[src/rtl/vscale_htif_mailbox.sv]
`default_nettype none
// ============================================================================
// Module      : vscale_htif_mailbox
// Description : Target-side tohost/fromhost mailbox on the vscale data-memory
//               port. Core stores to TOHOST are queued in a small FIFO and
//               drained by the host with a valid/ready handshake. The host
//               delivers one FROMHOST word that the core polls and consumes.
//               The block decodes its own 16-byte window at BASE_ADDR.
// Ports       :
//   clk, reset                      clock, synchronous active-low reset
//   dmem_en/write/addr/wdata        core data-memory request
//   dmem_rdata                      registered load data (cycle after load)
//   dmem_stall                      combinational, TOHOST store while full
//   tohost_valid/data, tohost_ready FIFO head towards the host
//   fromhost_valid/data             word offered by the host
//   fromhost_ready                  fromhost register empty
// Register map (offset = dmem_addr[3:2]):
//   0 TOHOST (W push, R 0)   1 FROMHOST (R and clear)
//   2 STATUS {bit12 overflow_seen, bits[8:4] count, bit0 fromhost_full}
//   3 reserved
// Revision    : 1.0 - initial release
// ============================================================================
module vscale_htif_mailbox #(
  parameter logic [31:0] BASE_ADDR  = 32'h0000_1000,
  parameter int          FIFO_DEPTH = 4
) (
  input  logic        clk,
  input  logic        reset,
  input  logic        dmem_en,
  input  logic        dmem_write,
  input  logic [31:0] dmem_addr,
  input  logic [31:0] dmem_wdata,
  output logic [31:0] dmem_rdata,
  output logic        dmem_stall,
  output logic        tohost_valid,
  output logic [31:0] tohost_data,
  input  logic        tohost_ready,
  input  logic        fromhost_valid,
  input  logic [31:0] fromhost_data,
  output logic        fromhost_ready
);

  localparam int                 c_ptr_w   = $clog2(FIFO_DEPTH);
  localparam logic [c_ptr_w:0]   c_depth   = (c_ptr_w + 1)'(FIFO_DEPTH);
  localparam logic [c_ptr_w:0]   c_cnt_one = (c_ptr_w + 1)'(1);
  localparam logic [c_ptr_w-1:0] c_ptr_one = c_ptr_w'(1);

  // --------------------------------------------------------------------------
  // State
  // --------------------------------------------------------------------------
  logic [31:0]        r_mem [FIFO_DEPTH];
  logic [c_ptr_w-1:0] r_rd_ptr;
  logic [c_ptr_w-1:0] r_wr_ptr;
  logic [c_ptr_w:0]   r_count;
  logic               r_fh_full;
  logic [31:0]        r_fh_data;
  logic               r_overflow;
  logic [31:0]        r_rdata;

  // --------------------------------------------------------------------------
  // Address decode and handshakes
  // --------------------------------------------------------------------------
  logic        w_hit;
  logic [1:0]  w_off;
  logic        w_push_req;
  logic        w_full;
  logic        w_push;
  logic        w_pop;
  logic        w_load;
  logic        w_fh_accept;
  logic        w_fh_clear;
  logic [4:0]  w_count5;
  logic [31:0] w_status;
  logic [31:0] w_rdata_next;
  logic        w_unused_ok;

  assign w_hit      = (dmem_addr[31:4] == BASE_ADDR[31:4]);
  assign w_off      = dmem_addr[3:2];
  assign w_push_req = dmem_en && dmem_write && w_hit && (w_off == 2'd0);
  // Full is judged on the pre-pop count, so a push against a full FIFO
  // stalls even when the host pops in the same cycle.
  assign w_full     = (r_count == c_depth);
  assign w_push     = w_push_req && !w_full;
  assign w_pop      = tohost_valid && tohost_ready;
  assign w_load     = dmem_en && !dmem_write && w_hit;

  // Accept needs an empty register and clear needs a full one, so the two
  // can never coincide.
  assign w_fh_accept = fromhost_valid && !r_fh_full;
  assign w_fh_clear  = w_load && (w_off == 2'd1) && r_fh_full;

  assign w_count5 = 5'(r_count);
  assign w_status = {19'd0, r_overflow, 3'd0, w_count5, 3'd0, r_fh_full};

  // Byte lanes are not interpreted; the low address bits are don't-care.
  assign w_unused_ok = &{1'b0, dmem_addr[1:0]};

  always_comb begin
    w_rdata_next = '0;
    if (w_load) begin
      case (w_off)
        2'd1:    w_rdata_next = r_fh_full ? r_fh_data : 32'd0;
        2'd2:    w_rdata_next = w_status;
        default: w_rdata_next = '0;
      endcase
    end
  end

  // --------------------------------------------------------------------------
  // Tohost FIFO
  // --------------------------------------------------------------------------
  // Storage is not reset; the head is masked to zero while empty so stale
  // entries never appear on tohost_data.
  always_ff @(posedge clk) begin
    if (w_push && reset) begin
      r_mem[r_wr_ptr] <= dmem_wdata;
    end
  end

  always_ff @(posedge clk) begin
    if (!reset) begin
      r_rd_ptr <= '0;
      r_wr_ptr <= '0;
      r_count  <= '0;
    end else begin
      if (w_push) r_wr_ptr <= r_wr_ptr + c_ptr_one;
      if (w_pop)  r_rd_ptr <= r_rd_ptr + c_ptr_one;
      case ({w_push, w_pop})
        2'b10:   r_count <= r_count + c_cnt_one;
        2'b01:   r_count <= r_count - c_cnt_one;
        default: r_count <= r_count;
      endcase
    end
  end

  // --------------------------------------------------------------------------
  // Fromhost register, sticky overflow flag and load data
  // --------------------------------------------------------------------------
  always_ff @(posedge clk) begin
    if (!reset) begin
      r_fh_full  <= 1'b0;
      r_fh_data  <= '0;
      r_overflow <= 1'b0;
      r_rdata    <= '0;
    end else begin
      if (w_fh_accept) begin
        r_fh_full <= 1'b1;
        r_fh_data <= fromhost_data;
      end else if (w_fh_clear) begin
        r_fh_full <= 1'b0;
      end
      if (dmem_stall) r_overflow <= 1'b1;
      r_rdata <= w_rdata_next;
    end
  end

  // --------------------------------------------------------------------------
  // Outputs
  // --------------------------------------------------------------------------
  assign dmem_stall     = w_push_req && w_full;
  assign dmem_rdata     = r_rdata;
  assign tohost_valid   = (r_count != '0);
  assign tohost_data    = tohost_valid ? r_mem[r_rd_ptr] : 32'd0;
  assign fromhost_ready = !r_fh_full;

endmodule
`default_nettype wire
[config.mk]
export PLATFORM = sky130hd
export DESIGN_NAME = vscale_htif_mailbox
export DESIGN_NICKNAME = d
export VERILOG_FILES = /design/src/rtl/vscale_htif_mailbox.sv
export SDC_FILE = /design/constraint.sdc
export NUM_CORES = 1
export LEC_CHECK = 0
export BUFFER_PORTS_ARGS = -buffer_cell sky130_fd_sc_hd__buf_2
export CAP_MARGIN = 20
export CORE_MARGIN = 4
export CORE_UTILIZATION = 39
export CTS_BUF_LIST = sky130_fd_sc_hd__clkbuf_16
export CTS_CLUSTER_DIAMETER = 120
export DETAILED_ROUTE_END_ITERATION = 10
export SYNTH_ARGS = -nofsm -noshare
export SYNTH_HDL_FRONTEND = slang
export SYNTH_SLANG_ARGS = --single-unit
[constraint.sdc]
create_clock -name clk -period 2.86 [get_ports clk]
set_input_delay 0.286 -clock clk [delete_from_list [all_inputs] [get_ports clk]]
set_output_delay 0.286 -clock clk [all_outputs]
set_load 0.05 [all_outputs]
==> flow_summary.ini <==
[run_status]
outcome = finished, final reports clean

[worst_hold_path]
hp-start = dmem_wdata[8]
hold_depth = 1
holdPathEnd = r_mem[1][8]$_DFFE_PP_
min_path_type = input port to flop

[floorplanning]
dieArea_um2 = 22000
rows = 51
die_w_um = 148
ios = 169
core_um2 = 19400
start_util_pct = 39.6
fp.dieH_um = 148

[sta]
max_clock_freq_mhz = 390
layout_min_cycle_time_ns = 2.56
report.final.slew_viol_count = 0
finalHoldViolCount = 0
setup_ws_ns = 0.297
slew_headroom_pct = 58.1
fin_crit_sh_pct = 89.6
fin_tns_setup_ns = 0
skew_ns = 0.00760
final-setup-viol-count = 0
rsz0062_at_grt = no
tightest_slew_ns = 0.623

[global_routing]
grt_pass1_wl_mm = 24.9
grt.total_usage_pct = 14.1
antenna_found_initial = 1
grt_pass1_vias = 4848
grt-ovfl-total = 0
grt_max_degree = 35

[power]
seqPwrFrac_pct = 51.3
power_frac_comb_pct = 3.2
sw_frac_of_total_pct = 19.3
p_leak_nw = 3.77
pwr-share-clk_pct = 45.5
p_int_w = 0.00495
power_density_nw_per_um2 = 625
power.switching_w = 0.00118
irDropWorstVdd_mv = 0.382

[clocking]
clk_path_buf_depth = 3
cts.clk_slew.worst_paths_ns = 0.06
htree_levels = 1
ctsResizeCount = 0
clk_latency_ns = 0.48
cts_tree = built
root_buffer = clkbuf_16
cts_made_buffers = 23
clkSinkCount = 203

[cells_and_area]
final_util_pct = 50.6
final_layout_size_suffix_gt1_share_pct = 36.9
antennaDiodeCount = 0
syn_to_final_growth_pct = 27.8
nets = 802
design_area_um2 = 9820

[logic_synthesis]
yosys_warnings = 0
yosys.area.top_type_share_pct = 50.0
yosys.area.top_type = edfxtp_1
synth_seq_cells = 203
netlist_instances = 494
ys_top_cells_by_area = edfxtp_1 (50%), dfxtp_1 (20%), mux4_2 (9.4%), and2_1 (5.0%), nand2_1 (3.5%)
synthArstFlopShare_pct = 0
syn_area_per_cell_um2 = 15.6
syn-cell-area_um2 = 7680
synth_seq_area_share_pct = 69.6
synth_edf_count = 128
ys_types = 34
synth_nets = 605
synth_ff_type = edfxtp_1

[route]
drt_wl_total_mm = 15.9
vias = 4564
drtAntennaViolNets = 0
via_per_inst = 4.70
wire_per_inst_um = 16.3
drc_errors = 0
drt-initial-drc-count = 165
drtPass1Iterations = 6

[worst_setup_path]
r2r-start = r_count[0]$_SDFFE_PN0P_
startpoint_type = flop
cp_max_fo = 23
ff2ff_path_depth = 10
r2r_setup_slack_ns = 0.73
required_ns = 2.57
rr_endpoint = r_count[2]$_SDFFE_PN0P_
critPathArrivalTime_ns = 2.28
critPathKind = flop to output pin
critPathCaptureType = output pin

[place]
dp_hpwl_mm = 10.5
portBuffers = 166
dp_slack_ns = 0.341
postPlaceCellArea_um2 = 8940
place.gp.congestion = 0.779

[job]
max_cap_viol_count = 0
[logic make-up (layout without fill, tap and decap cells)]
logic type | Yosys count | after routing | share of synthesized area (%)
AO/OA/AOI/OAI | 42 | 42 | 4.04
adder cells (fa/ha/maj) | 9 | 9 | 1.56
XOR/XNOR | 4 | 4 | 0.456
flip-flops | 203 | 203 | 69.6
buffers and inverters | 34 | 247 | 1.91
AND/OR/NAND/NOR | 168 | 168 | 12.8
multiplexers | 34 | 34 | 9.64
[registers in the layout (all words and copies together), names as in the netlist, named ones only]
signal and flops:
r_count 3, r_overflow 1, r_wr_ptr 2, r_fh_data 32, r_fh_full 1, r_mem 128
r_rd_ptr 2, dmem_rdata 32
[power groups by stage]
stage	clock (W)	sequential [W]	combinational, W
after floorplan	0	0.00321	0.0000711
after global placement	0	0.00321	0.000168
after detailed placement	0	0.00321	0.000179
after CTS	0.00288	0.00315	0.000196
after global routing	0.00301	0.00315	0.000217
final	0.00279	0.00315	0.000194
[worst max-delay path, stage by stage, from the launching register on]
cell and delay, ns:
dfxtp_2 0.58, buf_12 0.28, mux4_2 0.52, and2_1 0.19, buf_2 0.21
[final cells by class]
cell class / instances / area (µm²)
flip-flops and latches: 203 / 5350
clock inverters: 18 / 158
fillers: 1718 / 9580
clock buffers: 23 / 576
multi-input cells: 257 / 2200
well taps: 265 / 332
inverters: 9 / 33.8
repair buffers: 197 / 1180
[cell usage after synthesis (3+ instances only)]
library cell / count
nand2_1: 72
buf_2: 3
mux4_2: 32
nor4_2: 3
inv_1: 9
nor4b_4: 3
edfxtp_1: 128
a32oi_1: 4
and2_1: 62
clkbuf_1: 18
dfxtp_1: 75
o21ai_0: 3
nor2b_1: 7
ha_1: 8
and3_1: 5
xnor2_1: 3
a21boi_0: 33
[how the worst max path moves through the flow]
stage / start / to / slack [ns]
2_1_floorplan: dmem_addr[21] / dmem_stall / 0.12
3_3_place_gp: dmem_addr[21] / r_count[2]$_SDFFE_PN0P_ / 0.49
3_5_place_dp: dmem_addr[21] / r_count[2]$_SDFFE_PN0P_ / 0.34
4_1_cts: flop / tohost_data[9] / 0.21
5_1_grt: flop / tohost_data[9] / 0.13
6_report: flop / tohost_data[9] / 0.30
[layer usage]
| metal | wire [µm] | vias to the layer above | track usage (%) |
|---|---|---|---|
| li1 | - | 2189 | - |
| met1 | 6460 | 2194 | 17.1 |
| met2 | 7890 | 154 | 24.8 |
| met3 | 1230 | 25 | 4.30 |
| met4 | 259 | 2 | 3.42 |
| met5 | 11 | - | 0 |
[stage by stage]
| step | std cells | hold WS, ns | power [W] |
|---|---|---|---|
| 3_5_place_dp | 916 | 0.442 | 0.00339 |
| 6_report | 972 | 0.0187 | 0.00613 |
| 2_1_floorplan | 494 | 0.385 | 0.00328 |
| 4_1_cts | 972 | 0.00274 | 0.00622 |
| 3_3_place_gp | 916 | 0.435 | 0.00338 |
| 5_1_grt | 972 | 0.00244 | 0.00638 |
[cell usage in the layout, fill, tap and decap left out, types with 8 or more instances in the layout]
cell type      count
dlygate4sd3_1     15
buf_4             10
ha_1               8
clkinv_1           8
edfxtp_1         128
buf_2            166
a21boi_0          33
dfxtp_1           73
nand2_1           72
inv_1             12
and2_1            62
clkbuf_16         23
mux4_2            32
[repair_timing]
action | CTS | global route
setup buffers | 0 | 0
hold buffers | 15 | 0
endpoints found under the hold margin | 48 | 0
No activity file was read; power rests on OpenSTA's default activity.
